`src/rtl/ctrl_seq.sv`:
```
// ctrl_seq: instruction sequencer for the 8-bit datapath. Optional macro CTRL_COND_JUMP_EN enables conditional jumps.
// Ports: clk, reset (sync, active-high), progData[7:0] (byte at pc), aIsZero, flagCarry (ALU status) ->
// pc[7:0], doSubtract, assertBarE, assertBarM, loadBarA/B/X (active-low), halted.
module ctrl_seq (
  input  logic       clk,
  input  logic       reset,
  input  logic [7:0] progData,
  input  logic       aIsZero,
  input  logic       flagCarry,
  output logic [7:0] pc,
  output logic       doSubtract,
  output logic       assertBarE,
  output logic       assertBarM,
  output logic       loadBarA,
  output logic       loadBarB,
  output logic       loadBarX,
  output logic       halted
);
  typedef enum logic [1:0] {FETCH, OPERAND, EXEC, HALT} state_t;
  state_t state, state_n;
  logic [7:0] ir, ir_n, pc_n;
  logic f_alu, f_ld, f_jmp, is_ld, take, exec, ldi, ld_en;
  assign f_alu = progData[7:6] == 2'b00 && progData[4:2] == 3'b000;
  assign f_ld  = progData[7:6] == 2'b01 && progData[5:2] == 4'b0000;
  assign f_jmp = progData[7:6] == 2'b10 && progData[5:3] == 3'b000;
  assign is_ld = ir[7:6] == 2'b01;
`ifdef CTRL_COND_JUMP_EN
  assign take = ir[2:0] == 3'd0 || (ir[2:0] == 3'd1 && aIsZero) || (ir[2:0] == 3'd2 && !aIsZero) ||
                (ir[2:0] == 3'd3 && flagCarry) || (ir[2:0] == 3'd4 && !flagCarry);
`else
  assign take = ir[2:0] == 3'd0;
`endif
  // Strobes are suppressed during the reset cycle so an interrupted instruction never loads.
  assign exec  = state == EXEC && !reset;
  assign ldi   = state == OPERAND && is_ld && !reset;
  assign ld_en = exec || ldi;
  assign doSubtract = exec && ir[5];
  assign assertBarE = !exec;
  assign assertBarM = !ldi;
  assign loadBarA   = !(ld_en && ir[1:0] == 2'd0);
  assign loadBarB   = !(ld_en && ir[1:0] == 2'd1);
  assign loadBarX   = !(ld_en && ir[1:0] == 2'd2);
  assign halted     = state == HALT;
  always_comb begin
    state_n = state;
    ir_n = ir;
    pc_n = pc;
    case (state)
      FETCH: begin
        ir_n = progData;
        pc_n = pc + 8'd1;
        state_n = f_alu ? EXEC : (f_ld || f_jmp) ? OPERAND : progData[7:6] == 2'b11 ? HALT : FETCH;
      end
      OPERAND: begin
        pc_n = (!is_ld && take) ? progData : pc + 8'd1;
        state_n = FETCH;
      end
      EXEC: state_n = FETCH;
      default: state_n = HALT;
    endcase
  end
  always_ff @(posedge clk) begin
    if (reset) begin
      state <= FETCH;
      pc <= 8'h00;
      ir <= 8'h00;
    end else begin
      state <= state_n;
      pc <= pc_n;
      ir <= ir_n;
    end
  end
endmodule
```
`config.mk`:
```
export PLATFORM = sky130hd
export DESIGN_NAME = ctrl_seq
export DESIGN_NICKNAME = d
export VERILOG_FILES = /design/src/rtl/ctrl_seq.sv
export SDC_FILE = /design/constraint.sdc
export NUM_CORES = 1
export LEC_CHECK = 0
export CAP_MARGIN = 25
export CORE_ASPECT_RATIO = 1.25
export CORE_MARGIN = 5
export CORE_UTILIZATION = 40
export CTS_CLUSTER_DIAMETER = 80
export DETAILED_ROUTE_END_ITERATION = 16
export GPL_ROUTABILITY_DRIVEN = 0
export PLACE_DENSITY_LB_ADDON = 0.05
export SLEW_MARGIN = 20
export SYNTH_ARGS = -nofsm -noshare
export SYNTH_HDL_FRONTEND = slang
export SYNTH_SLANG_ARGS = --single-unit
```
`constraint.sdc`:
```
create_clock -name clk -period 1.51 [get_ports clk]
set_input_delay 0.302 -clock clk [delete_from_list [all_inputs] [get_ports clk]]
set_output_delay 0.302 -clock clk [all_outputs]
set_load 0.005 [all_outputs]
```
==> run metrics <==
status finished with violations; failing checks setup timing; CP endpoint kind output pin; Clock Latency Late Sink 0.29 ns; Rows 19; worst min path class register to register; Syn Inst Count 113; Yosys Warn Count 0; IO Pins 27; Fmax 0.543 GHz; layout cells sized above 1 46.4%; Post-DP HPWL 2.01 mm; core area 2210 µm²; Async S/R FF share, synth 0%; CTS Hold Bufs 0; fin nets 187; First-pass DRT Iterations 4; RR Startpoint state[0]; total global-route track usage 18.6%; Synth Net Count 130; setup TNS -2.46 ns; TritonCTS clock tree built; leakage 0.000673 µW; Final period util 122%; Slew HR 81.8%; total CTS buffers 3; flops & latches, synth 16; synth-to-layout area growth 75.5%; Top FF cell, synth dfxtp_1; Synth top area share 34.7%; Max Cap Viol 0; RSZ-0062 raised after global routing true; # diodes 0; CTS Buffer Depth 2; Remaining Overflow, GRT 0; commonest cells in the netlist dfxtp_1 (16), nor2_1 (12), a21oi_1 (10), nand2_1 (10); number of setup violations in the final report 13; Max IR drop VDD 0.846 mV; most common cell in the synthesized netlist dfxtp_1; largest area contributor in the netlist dfxtp_1; Worst Slack Setup Final -0.333 ns; critical path type register to output pin; mapped cell area 923 µm²; Distinct cells, synth 31; Pwr Density 1300 nW/µm²; IO Port Bufs 24; final hold vios 0; startpoint types register; Mean Syn Cell Area 8.17 µm²; Seq/Total Area, Yosys 34.7%; Routed Antenna Nets 0; root buffer cell clkbuf_4; skew final 0.00457 ns; Worst-Margin Slew 0.272 ns; Die X 53.0 µm; Setup crit start state[0]; H-tree levels 1; Die Area 3380 µm²; Filler cells 174; CTS Sinks 16; EDFF count, synth 0; arrival time worst endpoint 1.54 ns; worst-path fanout max 2; Routed WL 2.94 mm; DP Worst Slack -0.487 ns; Starting Density 41.8%; wire per inst 14.8 µm; DR DRC count 0; Synth area leaders dfxtp_1 (35%), mux2i_1 (8.7%), ha_1 (6.8%); number of global-route vias before repair 1100; first-pass GRT wire length 4.75 mm; Req. time, crit path 1.21 ns; min cycle time layout 1.84 ns; Die Y 63.7 µm; 1st-iter DRT viols 22; min-delay src pc[7]; Max Slew Vio Count 0; pin count of the biggest net entering global routing 10; antenna violations before repair 0; detailed-route via count 1037; Worst-path clk slew 0.09 ns; Pwr Total 2110 µW; via/cell ratio 5.21
-- stage by stage --
stage / std cells / utilization, % / hold WS [ns] / instance area [µm²]
final: 199 / 73.3 / 0.511 / 1620
after global routing: 199 / 73.3 / 0.530 / 1620
after floorplan: 113 / - / 0.449 / 943
after detailed placement: 188 / 62.9 / 0.498 / 1390
after global placement: 188 / 62.9 / 0.489 / 1390
after CTS: 198 / 68.8 / 0.515 / 1520
-- critical path, cell delays in order (launching register included) --
cell and delay [ns]:
dfxtp_2 0.36, buf_6 0.10, ha_4 0.14, a21oi_4 0.05
or4b_4 0.48, buf_6 0.13
-- final timing paths --
path                                 end  slack [ns]  cells past startpoint
worst max-delay path            loadBarB       -0.33                      5
worst min-delay path               pc[7]        0.51                      2
worst max register to register     pc[2]       -0.26                      9
worst min register to register     pc[7]        0.51                      2
-- cell usage in the layout, fill, tap and decap left out, types with 2 or more instances in the layout --
master / instances
o21ai_2: 2
o32ai_2: 3
nand3_1: 2
nand2_1: 9
dfxtp_1: 7
nor2_1: 11
buf_12: 2
buf_2: 4
or3_1: 2
o2bb2ai_1: 2
ha_2: 3
clkdlybuf4s50_1: 11
mux2i_1: 8
a21oi_1: 6
nor3_1: 4
dlygate4sd2_1: 6
a211oi_2: 2
a31oi_1: 2
buf_4: 27
nor2b_1: 3
clkbuf_4: 3
a21oi_4: 3
nand2b_1: 3
buf_6: 4
dfxtp_2: 8
inv_2: 2
inv_1: 6
-- power breakdown --
part,switching [µW],leakage [µW],internal [µW]
Combinational,570,0.000524,699
Clock,136,0.0000138,92.8
Sequential,82.5,0.000135,532
Total,788,0.000673,1320
-- state kept, by name, indices dropped and copies added, names as in the netlist --
name	count
pc	8
ir	6
state	2
-- cell families (layout without fill, tap and decap cells) --
logic type / Yosys count / after routing / synth area share, %
and+or+nand+nor: 46 / 46 / 26.3
AOI/OAI and AO/OA: 26 / 26 / 18.2
DFF: 16 / 16 / 34.7
buffers and inverters: 12 / 67 / 5.42
muxes: 8 / 8 / 8.67
adders and majority gates: 5 / 5 / 6.78
-- final cells by class --
cell class,count,area [µm²],area share [%]
clock buffers,3,22.5,1.39
inverters,8,30.0,1.85
multi-input cells,85,708,43.7
flip-flops and latches,16,334,20.6
well taps,31,38.8,2.39
repair buffers,56,487,30.0
-- routing by layer --
| metal | share of wire [%] | wire length, µm | global-route usage [%] |
|---|---|---|---|
| met4 | 3.2 | 93 | 7.99 |
| met1 | 40 | 1170 | 21.5 |
| met2 | 52 | 1520 | 32.6 |
| met5 | 0 | 0 | 0 |
| met3 | 5.5 | 161 | 2.83 |
-- what timing repair did --
item                                    in CTS  in global routing
gates resized for setup                     56                 23
buffers inserted                             7                  2
endpoints found under the setup margin      21                 18
hold endpoints to repair                     0                  0
pin swaps                                   11                  5
Note: power is estimated with default switching activity, not from simulation.
